===== src/rtl/cmp_pkg.sv =====
// Shared types for the sequential magnitude comparator: FSM state encoding
// and the one-hot {gt, eq, lt} result word.
package cmp_pkg;

  typedef enum logic [1:0] {
    IDLE = 2'd0,
    RUN  = 2'd1,
    DONE = 2'd2
  } state_t;

  typedef struct packed {
    logic gt;
    logic eq;
    logic lt;
  } cmp_res_t;

  localparam cmp_res_t RES_NONE = '0;

  function automatic cmp_res_t res_from_chunk(input cmp_res_t chunk_res);
    cmp_res_t r;
    r    = RES_NONE;
    r.gt = chunk_res.gt;
    r.lt = chunk_res.lt;
    return r;
  endfunction

endpackage


===== src/rtl/cmp_chunk.sv =====
// Combinational unsigned comparator for one CHUNK-bit slice of the operands.
module cmp_chunk
  import cmp_pkg::*;
#(
  parameter int CHUNK = 8
) (
  input  logic [CHUNK-1:0] a,
  input  logic [CHUNK-1:0] b,
  output cmp_res_t         res
);

  always_comb begin
    res    = RES_NONE;
    res.gt = (a > b);
    res.eq = (a == b);
    res.lt = (a < b);
  end

endmodule


===== src/rtl/seq_mag_comparator.sv =====
// Multi-cycle magnitude comparator: walks the operands one chunk per cycle,
// MSB chunk first, and stops at the first chunk that differs.
module seq_mag_comparator
  import cmp_pkg::*;
#(
  parameter  int WIDTH      = 32,
  parameter  int CHUNK      = 8,
  localparam int CHUNK_SAFE = (CHUNK < 1) ? 1 : CHUNK,
  localparam int NCHUNK     = WIDTH / CHUNK_SAFE,
  localparam int CNT_W      = $clog2(NCHUNK) + 1
) (
  input  logic             clk,
  input  logic             rst_n,
  input  logic             flush,
  input  logic             in_valid,
  output logic             in_ready,
  input  logic [WIDTH-1:0] a,
  input  logic [WIDTH-1:0] b,
  input  logic             signed_mode,
  output logic             out_valid,
  input  logic             out_ready,
  output logic             a_greater,
  output logic             a_equal,
  output logic             a_less,
  output logic [CNT_W-1:0] out_cycles
);

  localparam int IDX_W = (NCHUNK > 1) ? $clog2(NCHUNK) : 1;
  localparam int NSLOT = 1 << IDX_W;
  localparam logic [WIDTH-1:0] MSB_MASK = WIDTH'(1) << (WIDTH - 1);

  if (CHUNK < 1) begin : g_bad_chunk
    $error("seq_mag_comparator: CHUNK must be at least 1");
  end
  if ((WIDTH % CHUNK_SAFE) != 0) begin : g_bad_ratio
    $error("seq_mag_comparator: WIDTH must be a multiple of CHUNK");
  end

  state_t           state_q, state_d;
  logic [WIDTH-1:0] a_q, a_d, b_q, b_d;
  logic             sgn_q, sgn_d;
  logic [IDX_W-1:0] idx_q, idx_d;
  cmp_res_t         res_q, res_d;
  logic [CNT_W-1:0] cyc_q, cyc_d;

  logic [WIDTH-1:0] a_view, b_view;
  logic [CHUNK-1:0] a_slot [NSLOT];
  logic [CHUNK-1:0] b_slot [NSLOT];
  logic [CHUNK-1:0] chunk_a, chunk_b;
  cmp_res_t         chunk_res;
  logic             last_chunk;

  // Flipping both sign bits maps two's complement order onto unsigned order.
  assign a_view = a_q ^ (sgn_q ? MSB_MASK : '0);
  assign b_view = b_q ^ (sgn_q ? MSB_MASK : '0);

  for (genvar s = 0; s < NSLOT; s++) begin : g_slot
    if (s < NCHUNK) begin : g_live
      assign a_slot[s] = a_view[WIDTH-1-s*CHUNK_SAFE -: CHUNK];
      assign b_slot[s] = b_view[WIDTH-1-s*CHUNK_SAFE -: CHUNK];
    end else begin : g_pad
      assign a_slot[s] = '0;
      assign b_slot[s] = '0;
    end
  end

  assign chunk_a    = a_slot[idx_q];
  assign chunk_b    = b_slot[idx_q];
  assign last_chunk = (idx_q == IDX_W'(NCHUNK - 1));

  cmp_chunk #(
    .CHUNK(CHUNK)
  ) u_chunk (
    .a  (chunk_a),
    .b  (chunk_b),
    .res(chunk_res)
  );

  always_comb begin
    state_d = state_q;
    a_d     = a_q;
    b_d     = b_q;
    sgn_d   = sgn_q;
    idx_d   = idx_q;
    res_d   = res_q;
    cyc_d   = cyc_q;

    if (flush) begin
      state_d = IDLE;
      idx_d   = '0;
      res_d   = RES_NONE;
      cyc_d   = '0;
    end else begin
      unique case (state_q)
        IDLE: begin
          if (in_valid) begin
            a_d     = a;
            b_d     = b;
            sgn_d   = signed_mode;
            idx_d   = '0;
            state_d = RUN;
          end
        end
        RUN: begin
          if (!chunk_res.eq) begin
            res_d   = res_from_chunk(chunk_res);
            cyc_d   = CNT_W'(idx_q) + CNT_W'(1);
            state_d = DONE;
          end else if (last_chunk) begin
            res_d    = RES_NONE;
            res_d.eq = 1'b1;
            cyc_d    = CNT_W'(NCHUNK);
            state_d  = DONE;
          end else begin
            idx_d = idx_q + IDX_W'(1);
          end
        end
        DONE: begin
          if (out_ready) begin
            state_d = IDLE;
            idx_d   = '0;
            res_d   = RES_NONE;
            cyc_d   = '0;
          end
        end
        default: begin
          state_d = IDLE;
          idx_d   = '0;
          res_d   = RES_NONE;
          cyc_d   = '0;
        end
      endcase
    end
  end

  // Operand registers carry no reset; they are only read while in RUN.
  always_ff @(posedge clk) begin
    if (!rst_n) begin
      state_q <= IDLE;
      idx_q   <= '0;
      res_q   <= RES_NONE;
      cyc_q   <= '0;
    end else begin
      state_q <= state_d;
      idx_q   <= idx_d;
      res_q   <= res_d;
      cyc_q   <= cyc_d;
    end
    a_q   <= a_d;
    b_q   <= b_d;
    sgn_q <= sgn_d;
  end

  assign in_ready   = (state_q == IDLE);
  assign out_valid  = (state_q == DONE);
  assign a_greater  = res_q.gt;
  assign a_equal    = res_q.eq;
  assign a_less     = res_q.lt;
  assign out_cycles = cyc_q;

endmodule


===== config.mk =====
export PLATFORM = sky130hd
export DESIGN_NAME = seq_mag_comparator
export DESIGN_NICKNAME = d
export VERILOG_FILES = /design/src/rtl/cmp_pkg.sv /design/src/rtl/cmp_chunk.sv /design/src/rtl/seq_mag_comparator.sv
export SDC_FILE = /design/constraint.sdc
export NUM_CORES = 1
export LEC_CHECK = 0
export CAP_MARGIN = 25
export CELL_PAD_IN_SITES_DETAIL_PLACEMENT = 0
export CELL_PAD_IN_SITES_GLOBAL_PLACEMENT = 1
export CORE_MARGIN = 2
export CORE_UTILIZATION = 40
export DETAILED_ROUTE_END_ITERATION = 16
export PLACE_DENSITY = 0.9
export SLEW_MARGIN = 0
export SYNTH_ARGS = -nofsm -noshare
export SYNTH_HDL_FRONTEND = slang
export SYNTH_SLANG_ARGS = --single-unit

===== constraint.sdc =====
create_clock -name clk -period 12.83 [get_ports clk]
set_input_delay 3.2075 -clock clk [delete_from_list [all_inputs] [get_ports clk]]
set_output_delay 3.2075 -clock clk [all_outputs]
set_load 0.02 [all_outputs]

Word-level counts from Yosys, hierarchy flattened
Cells that the tools add are included.
W data, S select, Z words.

word-level totals
  bits in registers = 75
  bits in latches = 0
  RAM bits = 0
  ROM bits = 0
  input port bits = 70
  output and inout port bits = 8
  logic and storage cells = 58
  memories = 0

operators by class
  add/subtract/negate cells = 2
  $mul = 0
  div/mod/pow operators = 0
  order comparisons = 3
  equality and inequality tests = 9
  shift operators = 0
  mux-type cells = 23
  bitwise gates (word level) = 6
  reductions and logical operators = 6

operators with widths
  cell                   count
  $xor A32 B32 Y32       2
  $bmux W8 S2            2
  $mux W32               1
  $mux W8                4
  $pmux W3 S3            2
  $mux W3                5
  $mux W2                7
  $pmux W2 S3            2
  $reduce_and A3 Y1      3
  $eq A8 B8 Y1           1
  $gt A8 B8 Y1           1
  $lt A8 B8 Y1           1
  $ne A2 B2 Y1 const B   3
  $eq A2 B2 Y1 const B   2
  $reduce_and A4 Y1      1
  $add A2 B1 Y3 const B  1
  $ge A3 B3 Y1 const B   1
  $ne A3 B3 Y1 const B   1
  $not A1 Y1             3
  $not A2 Y3             1
  $add A2 B1 Y2 const B  1
  $eq A2 B1 Y1 const B   1
  $logic_not A2 Y1       1
  $ne A2 B1 Y1 const B   1
  $reduce_or A2 Y1       1

Logic depth before layout (Yosys ltp)
Gate-level depths: netlist (run 1).

  word-level depth = 8
  gate-level depth with buffers = 10
  gate-level depth less buffers = 9

Hierarchy
Synthesis (run 1) repeated with hierarchy kept, for this count alone.

second synthesis, totals
  cell total of the unflattened synthesis = 168
  area total of the unflattened synthesis = 3086.7 µm²

modules (own cells, without submodules)
  module              instances  cells an instance  area an instance (µm²)  sequential area each (µm²)
  seq_mag_comparator  1          139                2861.5                  2152.1
  cmp_chunk           1          29                 225.2                   0.0

Least setup slack after synthesis (run 1)
Ideal clock, no wire load.

  kind = input -> register
  from = input port flush
  to = register a_q[0], enable pin
  setup time = 0.674 ns
  arrival = 10.022 ns
  required time = 12.156 ns
  path slack = 2.134 ns
  stages = 1
  path buffers = 0
  cell sequence = nor4b_1

on the way
  word-level cells in the longest chain between the ends = 2

ends and longest elaborated chain
  what                         line                       text
  start, declared              seq_mag_comparator.sv:14   input logic flush,
  $not A1 Y1 (no line)         --
  $reduce_and A3 Y1 (no line)  --
  end signal, assigned         seq_mag_comparator.sv:149  a_q <= a_d;
  end, declared                seq_mag_comparator.sv:40   logic [WIDTH-1:0] a_q, a_d, b_q, b_d;

Every way passes these cells.
A chain may end at the register's enable or synchronous reset.

Final worst setup path (run 1)
  from = register state_q[1]
  to = output port out_valid

on the way
  word-level cells in the longest chain between the ends = 1

ends and longest elaborated chain
  what                    line                       text
  start, declared         seq_mag_comparator.sv:39   state_t state_q, state_d;
  start signal, assigned  seq_mag_comparator.sv:144  state_q <= state_d;
  $eq A2 B2 Y1            seq_mag_comparator.sv:155  assign out_valid = (state_q == DONE);
  end, declared           seq_mag_comparator.sv:20   output logic out_valid,

Every way passes these cells.

==> results of run 1 <==
==> worst register-to-register path, stage by stage (launching register included) <==
cell and delay [ns]:
dfxtp_1 0.92, mux4_2 0.63, ha_1 0.35, nand4_2 0.15, o21ai_2 0.31, nand4_2 0.16, or3_1 0.34, a21oi_1 0.14
==> final timing paths <==
path	startpoint	to	slack [ns]
max	state_q[1]	out_valid	7.88
max reg2reg	idx_q[1]	idx_q[0]	9.77
min	out_cycles[2]	out_cycles[2]	0.46
min reg2reg	out_cycles[2]	out_cycles[2]	0.46
==> through the flow <==
step	util	setup WS [ns]
2_1_floorplan	-	2.134
6_report	0.5606	7.879
4_1_cts	0.5606	7.858
3_5_place_dp	0.5362	7.830
3_3_place_gp	0.5362	7.863
5_1_grt	0.5606	7.757
==> routing by layer <==
layer / wire length, um / vias up / GRT usage
li1: - / 824 / -
met1: 2162 / 820 / 0.1638
met2: 2571 / 59 / 0.2247
met3: 321 / 10 / 0.04564
met4: 83 / 0 / 0.06061
met5: 0 / - / 0
==> power breakdown <==
group	internal, W	switching, W	total [W]
registers	0.000276	0.00000269	0.000279
clock network	0.0000717	0.0000866	0.000158
logic	0.0000273	0.0000158	0.0000431
total	0.000375	0.000105	0.000480
==> cell type report <==
class / count / area (um^2) / area share
multi-input cells: 77 / 818.3 / 0.2002
well taps: 99 / 123.9 / 0.03030
repair buffers: 79 / 785.8 / 0.1922
clock buffers: 10 / 127.6 / 0.03122
flip-flops and latches: 75 / 2152 / 0.5265
inverters: 8 / 30.03 / 0.007346
clock inverters: 6 / 50.05 / 0.01224
==> sequential cells by signal (all words and copies together), names as in the netlist <==
name	cells
a_equal	1
a_greater	1
idx_q	2
state_q	2
b_q	32
out_cycles	3
a_less	1
sgn_q	1
a_q	32
==> layout by cell type, fill, tap and decap left out, types with 2 or more instances in the layout <==
master,Yosys,layout
a21oi_1,7,7
buf_4,0,2
clkbuf_8,0,9
clkdlybuf4s50_1,0,77
clkinv_4,0,3
clkinvlp_4,0,2
dfxtp_1,10,10
edfxtp_1,65,65
ha_1,9,9
inv_1,8,8
mux4_2,16,16
nand2_1,4,4
nand2b_1,3,3
nand3_1,3,3
nand4_2,2,2
nor2_1,9,9
nor2b_1,3,3
o21ai_0,2,2
or3_1,2,2
xor2_1,2,2
==> kinds of logic after synthesis <==
logic type / after synthesis / share of synthesized area
flip-flops: 75 / 0.7110
AND/OR/NAND/NOR: 31 / 0.05911
AO/OA/AOI/OAI: 18 / 0.04382
multiplexers: 17 / 0.1224
buffers and inverters: 15 / 0.02067
adder cells (fa/ha/maj): 9 / 0.03721
XOR/XNOR: 2 / 0.005789
==> summary.txt, run 1 <==
Yosys
  • Synth Area per Inst: 18.12 um^2
  • Most common flop cell mapped by yosys: edfxtp_1
  • Synthesized Nets: 246
  • Async S/R FF share, synth: 0
  • #FFs+latches synth: 75
  • Most common cell in the netlist: edfxtp_1
  • Synth top area share: 0.6449
  • Post-Synthesis Cells: 167
  • EDFF count, synth: 65
  • Netlist cell types: 33
  • Register area share after synthesis: 0.7110
  • Synth cell count leaders: 65 x edfxtp_1, 16 x mux4_2, 10 x dfxtp_1
  • Area leader, netlist: edfxtp_1
  • Yosys synthesis warning count: 0
  • Cell Area, Synth: 0.003027 mm^2
  • Top cells by area, synth: edfxtp_1 64%, mux4_2 12%, dfxtp_1 6.6%, ha_1 3.7%, a21oi_1 1.2%

STA
  • Fmax: 0.2020 GHz
  • Setup_tns: 0 ns
  • Skew final: 0.009021 ns
  • Slew Viols, Final: 0
  • RSZ-0062 raised after global routing: false
  • Hold WS: 0.4574 ns
  • Worst rel slew slack: 0.3915
  • Final min period: 4.951 ns
  • Tcrit/Tclk final: 0.3859
  • Worst-margin pin slew: 0.9115 ns
  • Final Hold Fails: 0
  • Setup violators final: 0

CTS
  • H-tree depth: 3
  • Hold buffers post-CTS: 0
  • CTS sink count: 75
  • Post-cts repair resize count: 0
  • TritonCTS buffer count: 9
  • Post-CTS Setup Repair Bufs: 0
  • Worst skew pair latency: 0.34 ns
  • Clock-pin slew on the worst setup and hold paths: 0.07 ns
  • Clock Tree Buf Depth: 2
  • Root Buffer: clkbuf_8
  • CTS tree: done

Die
  • Die Ht: 90.99 um
  • Die Footprint: 0.008278 mm^2
  • IO Pins: 78
  • Die width: 90.99 um
  • Core area: 0.007292 mm^2
  • Row cnt: 31
  • Initial Util: 0.4151

Routing
  • Via/cell ratio: 4.839
  • Antenna Nets Post-Route: 0
  • DR pass1 iterations: 4
  • Drt total wl: 5138 um
  • # DRC: 0
  • Wire length per cell: 14.51 um
  • Iter 0 DRT Violations: 50
  • Vias: 1713

Worst setup path
  • CP Class: register to output port
  • Crit-path cells: nor2b_1 -> clkdlybuf4s50_1
  • Critical Path Source Type: register
  • Worst reg2reg path depth: 7
  • Buffers plus inverters on the worst setup path: 1
  • Crit. path cell count: 2
  • CP peak stage delay: 0.62 ns
  • Cell family with most CP delay: buffers and inverters
  • WP data arrival: 1.74 ns
  • Slowest cell on the critical path: clkdlybuf4s50_1
  • Setup crit end kind: output port
  • Critical path required time: 9.62 ns
  • CP max FO: 9

Min path
  • Hold Crit Depth: 2
  • Hold WC Path Type: register to register

GRT
  • Initial antenna violation count: 0
  • Vias in the first global route: 1788
  • First-pass GRT wire length: 8535 um
  • Largest net degree at the start of global routing: 66
  • Grt ovf: 0
  • Total global routing track utilization: 0.1366

Place
  • Placer congestion estimate: 0.8035
  • Port bufs: 77
  • Dpl cells: 338
  • Post-DP Area: 0.003910 mm^2
  • HPWL Detailed: 3697 um

Pwr
  • Worst vdd ir: 0.07109 mV
  • Total power: 0.0004804 W
  • PwrDens: 117.5 mW/mm^2
  • Leakage Power: 1.373 nW

Job
  • MaxCap Viol Count: 0

Cells and area
  • Final non-filler cell total: 354
  • Filler cell count: 620
  • Net count, final: 329
  • Ant diodes: 0
  • Layout cell share with drive strength beyond 1: 0.1529
  • Post-route cell area: 0.004088 mm^2
  • Area Overhead vs Synth: 35.06%

Status
  • Status: complete, no violations
Power figures use the tool's default switching activity.
==> run 2, diff against run 1 <==
==> constraint.sdc (replaced) <==
create_clock -name clk -period 5 [get_ports clk]
set_input_delay 1.25 -clock clk [delete_from_list [all_inputs] [get_ports clk]]
set_output_delay 1.25 -clock clk [all_outputs]
set_load 0.02 [all_outputs]
==> run 2 against run 1 <==
Against the previous run:
- count of clock-buffer cells in the layout fell by 1
- final cell count unchanged
- clock power rose to 2.6 times the previous value
- combinational power grew to 2.6 times the previous value
- first-iteration DRC count increased by 68%
- power rose to 2.6 times the previous value
- worst hold slack improved by 0.0054 ns
- sequential share of layout area shrank 0.097 points
- die area stayed put
- sequential power grew to 2.6 times the previous value
- routed wire length rose by 2.5%
- utilization grew 0.10 points
- critical endpoint unchanged
==> summary.txt, run 2 (synthesis results as in run 1) <==
Status
  • Status: complete, no violations

Routing
  • Iter 0 DRT Violations: 84
  • Antenna Nets Post-Route: 0
  • Via/cell ratio: 4.893
  • Vias: 1732
  • DR pass1 iterations: 4
  • Wire length per cell: 14.87 um
  • # DRC: 0
  • Drt total wl: 5264 um

Pwr
  • Leakage Power: 1.375 nW
  • PwrDens: 301.9 mW/mm^2
  • Comb pwr share: 0.089
  • Total power: 0.001236 W
  • Switching share of power: 0.2220
  • Sequential Power Share: 0.580
  • Net switching power: 0.0002745 W
  • Int Pwr: 0.0009619 W
  • Worst vdd ir: 0.1683 mV
  • Clock power share: 0.331

CTS
  • Post-CTS Setup Repair Bufs: 0
  • Hold buffers post-CTS: 0
  • H-tree depth: 3
  • Worst skew pair latency: 0.34 ns
  • Root Buffer: clkbuf_8
  • CTS tree: done
  • Post-cts repair resize count: 0
  • Clock Tree Buf Depth: 2
  • CTS sink count: 75
  • TritonCTS buffer count: 9
  • Clock-pin slew on the worst setup and hold paths: 0.08 ns

Cells and area
  • Area Overhead vs Synth: 35.30%
  • Net count, final: 329
  • Most frequent cells in the layout: 77 x clkdlybuf4s50_1, 65 x edfxtp_1, 16 x mux4_2
  • Layout cell share with drive strength beyond 1: 0.1529
  • Commonest non-fill, non-tap cell in the layout: clkdlybuf4s50_1
  • Ant diodes: 0

STA
  • Worst-margin pin slew: 0.9070 ns
  • RSZ-0062 raised after global routing: false
  • Final Hold Fails: 0
  • Tcrit/Tclk final: 0.6058
  • Fmax: 0.3301 GHz
  • Setup_tns: 0 ns
  • Hold WS: 0.4629 ns
  • Slew Viols, Final: 0
  • Skew final: 0.008227 ns
  • Final min period: 3.029 ns
  • Setup violators final: 0
  • Worst rel slew slack: 0.3945

Worst setup path
  • Critical Path Source Type: register
  • CP max FO: 9
  • Worst reg2reg path depth: 7
  • Critical path required time: 3.75 ns
  • WP data arrival: 1.78 ns
  • CP Class: register to output port
  • Setup crit end kind: output port

Die
  • Die width: 90.99 um
  • IO Pins: 78
  • Core area: 0.007292 mm^2
  • Die Ht: 90.99 um
  • Initial Util: 0.4151
  • Die Footprint: 0.008278 mm^2
  • Row cnt: 31

Place
  • HPWL Detailed: 3799 um
  • Port bufs: 77
  • Placer congestion estimate: 0.7038

GRT
  • Grt ovf: 0
  • Vias in the first global route: 1846
  • First-pass GRT wire length: 8707 um
  • Initial antenna violation count: 0
  • Largest net degree at the start of global routing: 66
  • Total global routing track utilization: 0.1391

Min path
  • Hold Crit Depth: 2
  • Hold WC Path Type: register to register

Job
  • MaxCap Viol Count: 0
==> run 2: cell types whose count changed in the layout (fill, tap and decap cells not counted) <==
cell and delta:
clkinv_4 -2, inv_6 +1, nor4b_4 +1, clkinvlp_4 +1
clkbuf_1 -1, clkinv_1 +1, nor4b_2 -1
==> run 2: per-layer routing <==
layer	track usage	vias to the layer above	wire length (um)
met1	0.1715	837	2175
met5	0	-	0
li1	-	828	-
met3	0.06224	7	384
met2	0.2198	60	2645
met4	0.04545	0	58
==> run 2: critical path, stage by stage (launching register included) <==
cell,delay [ns]
dfxtp_1,0.59
nor2b_1,0.23
clkdlybuf4s50_1,0.62
==> run 2: final timing paths <==
check                                    from       endpoint  slack, ns
worst max-delay path               state_q[1]      out_valid       1.97
worst min-delay path            out_cycles[2]  out_cycles[2]       0.46
worst max register to register       idx_q[1]       idx_q[0]       2.02
worst min register to register  out_cycles[2]  out_cycles[2]       0.46
==> run 2: layout make-up <==
class,instances,area [um^2]
clock buffers,9,123.9
clock inverters,7,52.55
fillers,591,3197
inverters,8,30.03
multi-input cells,77,827.0
flip-flops and latches,75,2152
well taps,99,123.9
repair buffers,79,785.8
==> run 2: power groups by stage <==
stage,Clock [W],Combinational [W],Sequential [W]
CTS,0.000426,0.000113,0.000717
floorplan,0,0.0000448,0.000729
detailed placement,0,0.000112,0.000731
finish,0.000409,0.000110,0.000717
global route,0.000455,0.000121,0.000719
global placement,0,0.000110,0.000730
==> run 2: through the flow <==
stage / instances / area (um^2) / utilization / worst slack, ns
finish: 354 / 4095 / 0.5616 / 1.971
global route: 354 / 4095 / 0.5616 / 1.808
CTS: 354 / 4095 / 0.5616 / 1.938
detailed placement: 338 / 3919 / 0.5374 / 1.930
global placement: 338 / 3919 / 0.5374 / 2.012
floorplan: 167 / 3042 / - / 1.194
